[src/rtl/uart_tx_pkg.sv]
// Shared types and line levels for the UART transmit path.
// UART_TX_STOP2_EN adds a STOP2 state for two stop bits per frame.
package uart_tx_pkg;

    typedef enum logic [2:0] {
        IDLE,
        START,
        DATA,
        PARITY,
        STOP
`ifdef UART_TX_STOP2_EN
        ,
        STOP2
`endif
    } state_t;

    localparam logic START_BIT  = 1'b0;
    localparam logic STOP_BIT   = 1'b1;
    localparam logic IDLE_LEVEL = 1'b1;

endpackage

[src/rtl/uart_tx_mux.sv]
// Selects the next serial line level from the frame state.
// UART_TX_STOP2_EN makes the STOP2 state drive the stop level.
module uart_tx_mux
    import uart_tx_pkg::*;
(
    input  state_t state,
    input  logic   data_bit,
    input  logic   parity_bit,
    output logic   tx_next
);

    always_comb begin
        tx_next = IDLE_LEVEL;
        case (state)
            IDLE:    tx_next = IDLE_LEVEL;
            START:   tx_next = START_BIT;
            DATA:    tx_next = data_bit;
            PARITY:  tx_next = parity_bit;
            STOP:    tx_next = STOP_BIT;
`ifdef UART_TX_STOP2_EN
            STOP2:   tx_next = STOP_BIT;
`endif
            default: tx_next = IDLE_LEVEL;
        endcase
    end

endmodule

[src/rtl/uart_tx_fsm.sv]
// UART transmit frame controller: latches a word, serializes start/data/parity/stop.
// UART_TX_STOP2_EN selects two stop bits per frame.
module uart_tx_fsm
    import uart_tx_pkg::*;
#(
    parameter int Width = 8
) (
    input  logic             clk,
    input  logic             rst,
    input  logic [Width-1:0] P_DATA,
    input  logic             Data_valid,
    input  logic             PAR_EN,
    input  logic             PAR_TYP,
    input  logic             parity_bit,
    output logic [Width-1:0] par_data,
    output logic             par_type,
    output logic             TX_OUT,
    output logic             busy
);

    localparam int CW = (Width > 1) ? $clog2(Width) : 1;
    localparam logic [CW-1:0] LAST = CW'(Width - 1);

    state_t        state;
    state_t        next_state;
    logic [CW-1:0] cnt;
    logic          par_en_q;
    logic          parity_q;
    logic          tx_next;

    always_ff @(posedge clk or negedge rst) begin
        if (!rst) begin
            state <= IDLE;
        end else begin
            state <= next_state;
        end
    end

    always_comb begin
        next_state = state;
        case (state)
            IDLE:    if (Data_valid) next_state = START;
            START:   next_state = DATA;
            DATA:    if (cnt == LAST) next_state = par_en_q ? PARITY : STOP;
            PARITY:  next_state = STOP;
`ifdef UART_TX_STOP2_EN
            STOP:    next_state = STOP2;
            STOP2:   next_state = IDLE;
`else
            STOP:    next_state = IDLE;
`endif
            default: next_state = IDLE;
        endcase
    end

    // parity_bit is captured on the last data bit, when the parity stage has long settled
    always_ff @(posedge clk or negedge rst) begin
        if (!rst) begin
            cnt      <= '0;
            par_data <= '0;
            par_type <= 1'b0;
            par_en_q <= 1'b0;
            parity_q <= 1'b0;
        end else begin
            if (state == IDLE && Data_valid) begin
                par_data <= P_DATA;
                par_type <= PAR_TYP;
                par_en_q <= PAR_EN;
            end
            if (state == DATA) begin
                if (cnt == LAST) begin
                    cnt      <= '0;
                    parity_q <= parity_bit;
                end else begin
                    cnt <= cnt + CW'(1);
                end
            end
        end
    end

    uart_tx_mux u_mux (
        .state      (state),
        .data_bit   (par_data[cnt]),
        .parity_bit (parity_q),
        .tx_next    (tx_next)
    );

    // Outputs lag the state by one cycle so both change on the same edge
    always_ff @(posedge clk or negedge rst) begin
        if (!rst) begin
            TX_OUT <= IDLE_LEVEL;
            busy   <= 1'b0;
        end else begin
            TX_OUT <= tx_next;
            busy   <= (state != IDLE);
        end
    end

endmodule

[config.mk]
export PLATFORM = sky130hd
export DESIGN_NAME = uart_tx_fsm
export DESIGN_NICKNAME = d
export VERILOG_FILES = /design/src/rtl/uart_tx_pkg.sv /design/src/rtl/uart_tx_mux.sv /design/src/rtl/uart_tx_fsm.sv
export SDC_FILE = /design/constraint.sdc
export NUM_CORES = 1
export LEC_CHECK = 0
export BUFFER_PORTS_ARGS = -buffer_cell sky130_fd_sc_hd__buf_2
export CAP_MARGIN = 10
export CELL_PAD_IN_SITES_DETAIL_PLACEMENT = 2
export CELL_PAD_IN_SITES_GLOBAL_PLACEMENT = 2
export CORE_UTILIZATION = 30
export CTS_BUF_LIST = sky130_fd_sc_hd__clkbuf_4 sky130_fd_sc_hd__clkbuf_8 sky130_fd_sc_hd__clkbuf_16
export CTS_CLUSTER_DIAMETER = 120
export DETAILED_ROUTE_END_ITERATION = 7
export PLACE_DENSITY = 0.76
export SLEW_MARGIN = 25
export SYNTH_ARGS = -nofsm -noshare
export SYNTH_HDL_FRONTEND = slang
export SYNTH_SLANG_ARGS = --single-unit
export TNS_END_PERCENT = 1
[constraint.sdc]
create_clock -name clk -period 2.2 [get_ports clk]
set_input_delay 0.11 -clock clk [delete_from_list [all_inputs] [get_ports clk]]
set_output_delay 0.11 -clock clk [all_outputs]
set_load 0.005 [all_outputs]
* Word level (Yosys, flattened, before mapping)
Cells that the tools add are included.
** Word-level totals
- Register bits after elaboration :: 19
- Word-level logic and storage cells :: 29
** Cells by class
- Add/sub/neg operators :: 1
- Order comparisons :: 1
- Equal/unequal tests :: 6
- Multiplexer cells :: 8
- Reduce and logical (&&, ||, !) cells :: 5
** Operators by type and width (number)
- 3-bit 2-to-1 mux :: 4
- 3-bit case mux with 4 select lines :: 1
- 3-bit by 2-bit == test with 1-bit output (second input constant) :: 2
- 3-bit by 4-bit < comparator with 1-bit output (second input constant) :: 1
- 2-bit AND reduction :: 2
- 3-bit by 1-bit adder with 3-bit output (second input constant) :: 1
- 1-bit binary-select mux with 3-bit select :: 1
- 3-bit by 1-bit == test with 1-bit output (second input constant) :: 1
- 3-bit == test (second input constant) :: 1
- 3-bit zero test :: 1
- 1-bit case mux with 3 select lines :: 1
- 3-bit nonzero test :: 1
- 2-bit by 1-bit != test with 1-bit output (second input constant) :: 1
- 2-bit != test (second input constant) :: 1
- 1-bit logical AND :: 1
- 1-bit 2-to-1 mux :: 1

* Longest topological paths before layout
- Depth after elaboration :: 3
- Mapped depth :: 5
- Depth with buffers taken out :: 5

* By module
Synthesis repeated with hierarchy kept, for this count alone.
** Second synthesis, totals
- Cell total of the unflattened synthesis :: 58
- Area, all modules :: 857.1 sq um
** Modules (own cells, without submodules)
- uart_tx_fsm :: times used 1, cells each 54, area an instance 828.3 sq um
- uart_tx_mux :: times used 1, cells each 4, area an instance 28.8 sq um

* Worst setup path before layout
OpenSTA, ideal clock, no wires.
- Path type :: register to register
- From :: register state[1]
- To :: register par_data[0]
- Arrival :: 1.381 ns
- Data required time :: 2.075 ns
- Setup slack :: 0.695 ns
- Cell stages (with the launch flop) :: 5
- Period minus slack after synthesis :: 1.505 ns
- Path through :: dfrtp_1 -> clkbuf_2 -> or3_4 -> nor2_8 -> mux2_2
** Between the ends
- Word-level cells in the longest chain between the ends :: 2
** Ends and longest elaborated chain
- from (decl) :: RTL line uart_tx_fsm.sv:24 : state_t state;
- from (signal assigned) :: RTL line uart_tx_fsm.sv:35 : state <= next_state;
- 3-bit zero test :: RTL line uart_tx_fsm.sv:65 : if (state == IDLE && Data_valid) begin
- 1-bit logical AND :: RTL line uart_tx_fsm.sv:65
- to (signal assigned) :: RTL line uart_tx_fsm.sv:60 : par_data <= '0;
- to (signal assigned) :: RTL line uart_tx_fsm.sv:66 : par_data <= P_DATA;
- to (decl) :: RTL line uart_tx_fsm.sv:15 : output logic [Width-1:0] par_data,
Every way passes these cells.
A chain may end at the register's enable or synchronous reset.

* Final worst setup path
- From :: register state[0]
- To :: register par_data[1]
The elaborated chain is that of the path after synthesis.

==> impl_metrics.ini <==
[outcome]
status = completed

[cts]
cts_tree = done
clk_path_buf_depth = 2
cts_root_buf = clkbuf_4
cts_sinks = 19
postCtsResizedCells = 0
cts_max_level = 1
path_clk_slew_ns = 0.11
cts_buffers = 3
insertion_delay_ns = 0.30

[timing]
hold_slack_ns = 0.0249
worst_pin_slew_ns = 0.437
setup_viol = 0
clock_skew_ns = 0.00443
fmax_mhz = 633
rsz0062_at_grt = false
drv_slew = 0
hold_viol = 0
finalWorstPathRequiredPeriod_ns = 1.58
timing.slew.headroom_pct = 70.9
setup_tns_ns = 0
fin_crit_sh_pct = 71.8

[grt]
overflow = 0
grtUsageTotal_pct = 14.2
grt_max_degree = 20
antenna_found_initial = 0
grt_pass1_vias = 680
grt_pass1_wl_microns = 3250

[yosys]
ys_types = 22
ys_seq_area_share_pct = 55.4
synth_cells = 62
avgSynthCellArea_sq_um = 13.9
synth_seq_cells = 19
synth_area_sq_um = 861
synth_nets = 78
yosys_warnings = 0

[run]
cap_violations = 0

[layout]
drive_above_1_share_pct = 53.3
area_delta_synth_final_pct = 22.2
nNetsFinal = 107
multiInputGateArea_sq_um = 372
n_antenna_cell = 0
final-seq-area_sq_um = 477
design_area_sq_mm = 0.00105
num-fill-cells = 287

[route]
drc = 0
detail_route.iter0.violations = 3
vias = 613
routed_wl_microns = 1880
via_per_inst = 5.07
route.antenna.remaining_nets = 0
first_pass_iters = 4
routedWlPerCell_microns = 15.6

[critical_path]
start_kind = flop
cp.required_ns = 2.40
timing_worst_setup_path_type = reg -> reg
cp_data_arrival_time_ns = 1.78
path_max_fanout = 10
cp-end-kind = flop
rrSetupSlack_ns = 0.62

[floorplan]
core-area_sq_mm = 0.00273
io_pins = 25
core.rowCount = 19
die-area_sq_mm = 0.00309
die_h_microns = 55.6
die_w_microns = 55.6
initial_utilization_pct = 31.5

[placed_design]
place.gp.congestion = 0.744
io_buffers = 24
dpl.hpwl_microns = 1420
place_area_sq_mm = 0.00101

[power_and_ir_drop]
p_per_area_mw_per_mm2 = 1450
vdd_drop_max_v = 0.000550
power_leakage_uw = 0.000489

[min_path]
hp-class = in -> reg
## cells in the mapped netlist
master / instances / area share [%]
a21oi_1: 2 / 1.2
a31oi_1: 1 / 0.73
and3_1: 1 / 0.73
clkbuf_2: 1 / 0.58
dfrtp_1: 18 / 52
dfstp_2: 1 / 3.1
ha_1: 2 / 2.9
inv_1: 2 / 0.87
mux2_2: 15 / 20
mux2i_1: 1 / 1.2
mux4_2: 1 / 2.6
nand2_1: 1 / 0.44
nand2b_1: 4 / 2.9
nand3_1: 2 / 1.2
nor2_1: 2 / 0.87
nor2_8: 1 / 2.3
nor3b_1: 1 / 0.87
nor3b_2: 1 / 1.5
o21ai_0: 2 / 1.2
o21bai_1: 1 / 0.87
o31ai_1: 1 / 0.87
or3_4: 1 / 1.3
## critical path, cell delays in order, from the launching register on
cell	delay (ns)
dfrtp_1	0.47
or3_4	0.45
nor2_8	0.19
mux2_2	0.36
## final timing paths
| path | from | to | depth (start not counted) |
|---|---|---|---|
| worst min register to register | par_type$_DFFE_PN0P_ | par_type$_DFFE_PN0P_ | 1 |
| worst min-delay path | parity_bit | parity_q$_DFFE_PN0P_ | 2 |
| worst max register to register | state[0]$_DFFE_PN0P_ | par_data[1]$_DFFE_PN0P_ | 3 |
| min in group asynchronous | rst | busy$_DFF_PN0_ | 2 |
| max in group asynchronous | rst | TX_OUT$_DFF_PN1_ | 2 |
| worst max-delay path | state[0]$_DFFE_PN0P_ | par_data[1]$_DFFE_PN0P_ | 3 |
## logic make-up (layout without fill, tap and decap cells)
kind of cell / Yosys count / after routing / share of synthesized area (%)
AND/OR/NAND/NOR: 14 / 14 / 12.1
multiplexers: 17 / 17 / 23.4
AO/OA/AOI/OAI: 7 / 7 / 4.80
flip-flops: 19 / 19 / 55.4
buffers and inverters: 3 / 31 / 1.45
adder cells (fa/ha/maj): 2 / 2 / 2.91
## flip-flops by register name, summed over array words and instances, names as in the netlist
register  flops
TX_OUT        1
cnt           3
par_data      8
busy          1
par_en_q      1
par_type      1
parity_q      1
state         3
## where the power goes
group | switching (uW) | internal [uW] | leakage, uW
clock | 115 | 67.9 | 0.0000177
sequential | 171 | 532 | 0.000225
combinational | 255 | 383 | 0.000246
total | 540 | 983 | 0.000489
## through the flow
| step | power (uW) | instances | worst slack [ns] | utilization [%] |
|---|---|---|---|---|
| after CTS | 1560 | 121 | 0.604 | 38.5 |
| after global routing | 1670 | 121 | 0.546 | 38.5 |
| after detailed placement | 1370 | 116 | 0.618 | 37.1 |
| final | 1520 | 121 | 0.621 | 38.5 |
| after floorplan | 1120 | 62 | 0.695 | - |
| after global placement | 1320 | 116 | 0.672 | 37.1 |
## timing repair
| item | in CTS | in global routing |
|---|---|---|
| hold buffers | 1 | 0 |
| setup buffers | 0 | 0 |
| endpoints found under the hold margin | 18 | 0 |
| setup endpoints to repair | 0 | 0 |
## placed cells by master (no fill, tap or decap)
cell / netlist / routed
nand2b_1: 4 / 4
and3_1: 1 / 1
clkinv_2: 0 / 1
mux4_2: 1 / 1
o31ai_1: 1 / 1
nand2_1: 1 / 1
inv_1: 2 / 2
nor2_8: 1 / 1
a21oi_1: 2 / 2
nor3b_1: 1 / 1
dfrtp_1: 18 / 18
o21bai_1: 1 / 1
nand3_1: 2 / 2
a31oi_1: 1 / 1
dfstp_2: 1 / 1
nor3b_2: 1 / 1
dlygate4sd3_1: 0 / 1
nor2_1: 2 / 2
mux2i_1: 1 / 1
ha_1: 2 / 2
buf_2: 0 / 24
mux2_2: 15 / 15
clkbuf_4: 0 / 3
o21ai_0: 2 / 2
or3_4: 1 / 1
## area by class of cell
| type | count | area share (%) |
|---|---|---|
| Tap cell | 31 | 3.69 |
| Inverter | 2 | 0.713 |
| Clock buffer | 3 | 2.14 |
| Timing Repair Buffer | 25 | 12.4 |
| Clock inverter | 1 | 0.476 |
| Multi-Input combinational cell | 40 | 35.3 |
| Sequential cell | 19 | 45.3 |
## layer usage
layer / track usage [%] / vias up / wire length (microns)
met2: 23.4 / 26 / 973
met5: 0 / - / 0
met1: 17.3 / 306 / 779
met3: 2.34 / 4 / 93
li1: - / 277 / -
met4: 8.57 / 0 / 36
No activity file was read; power rests on OpenSTA's default activity.
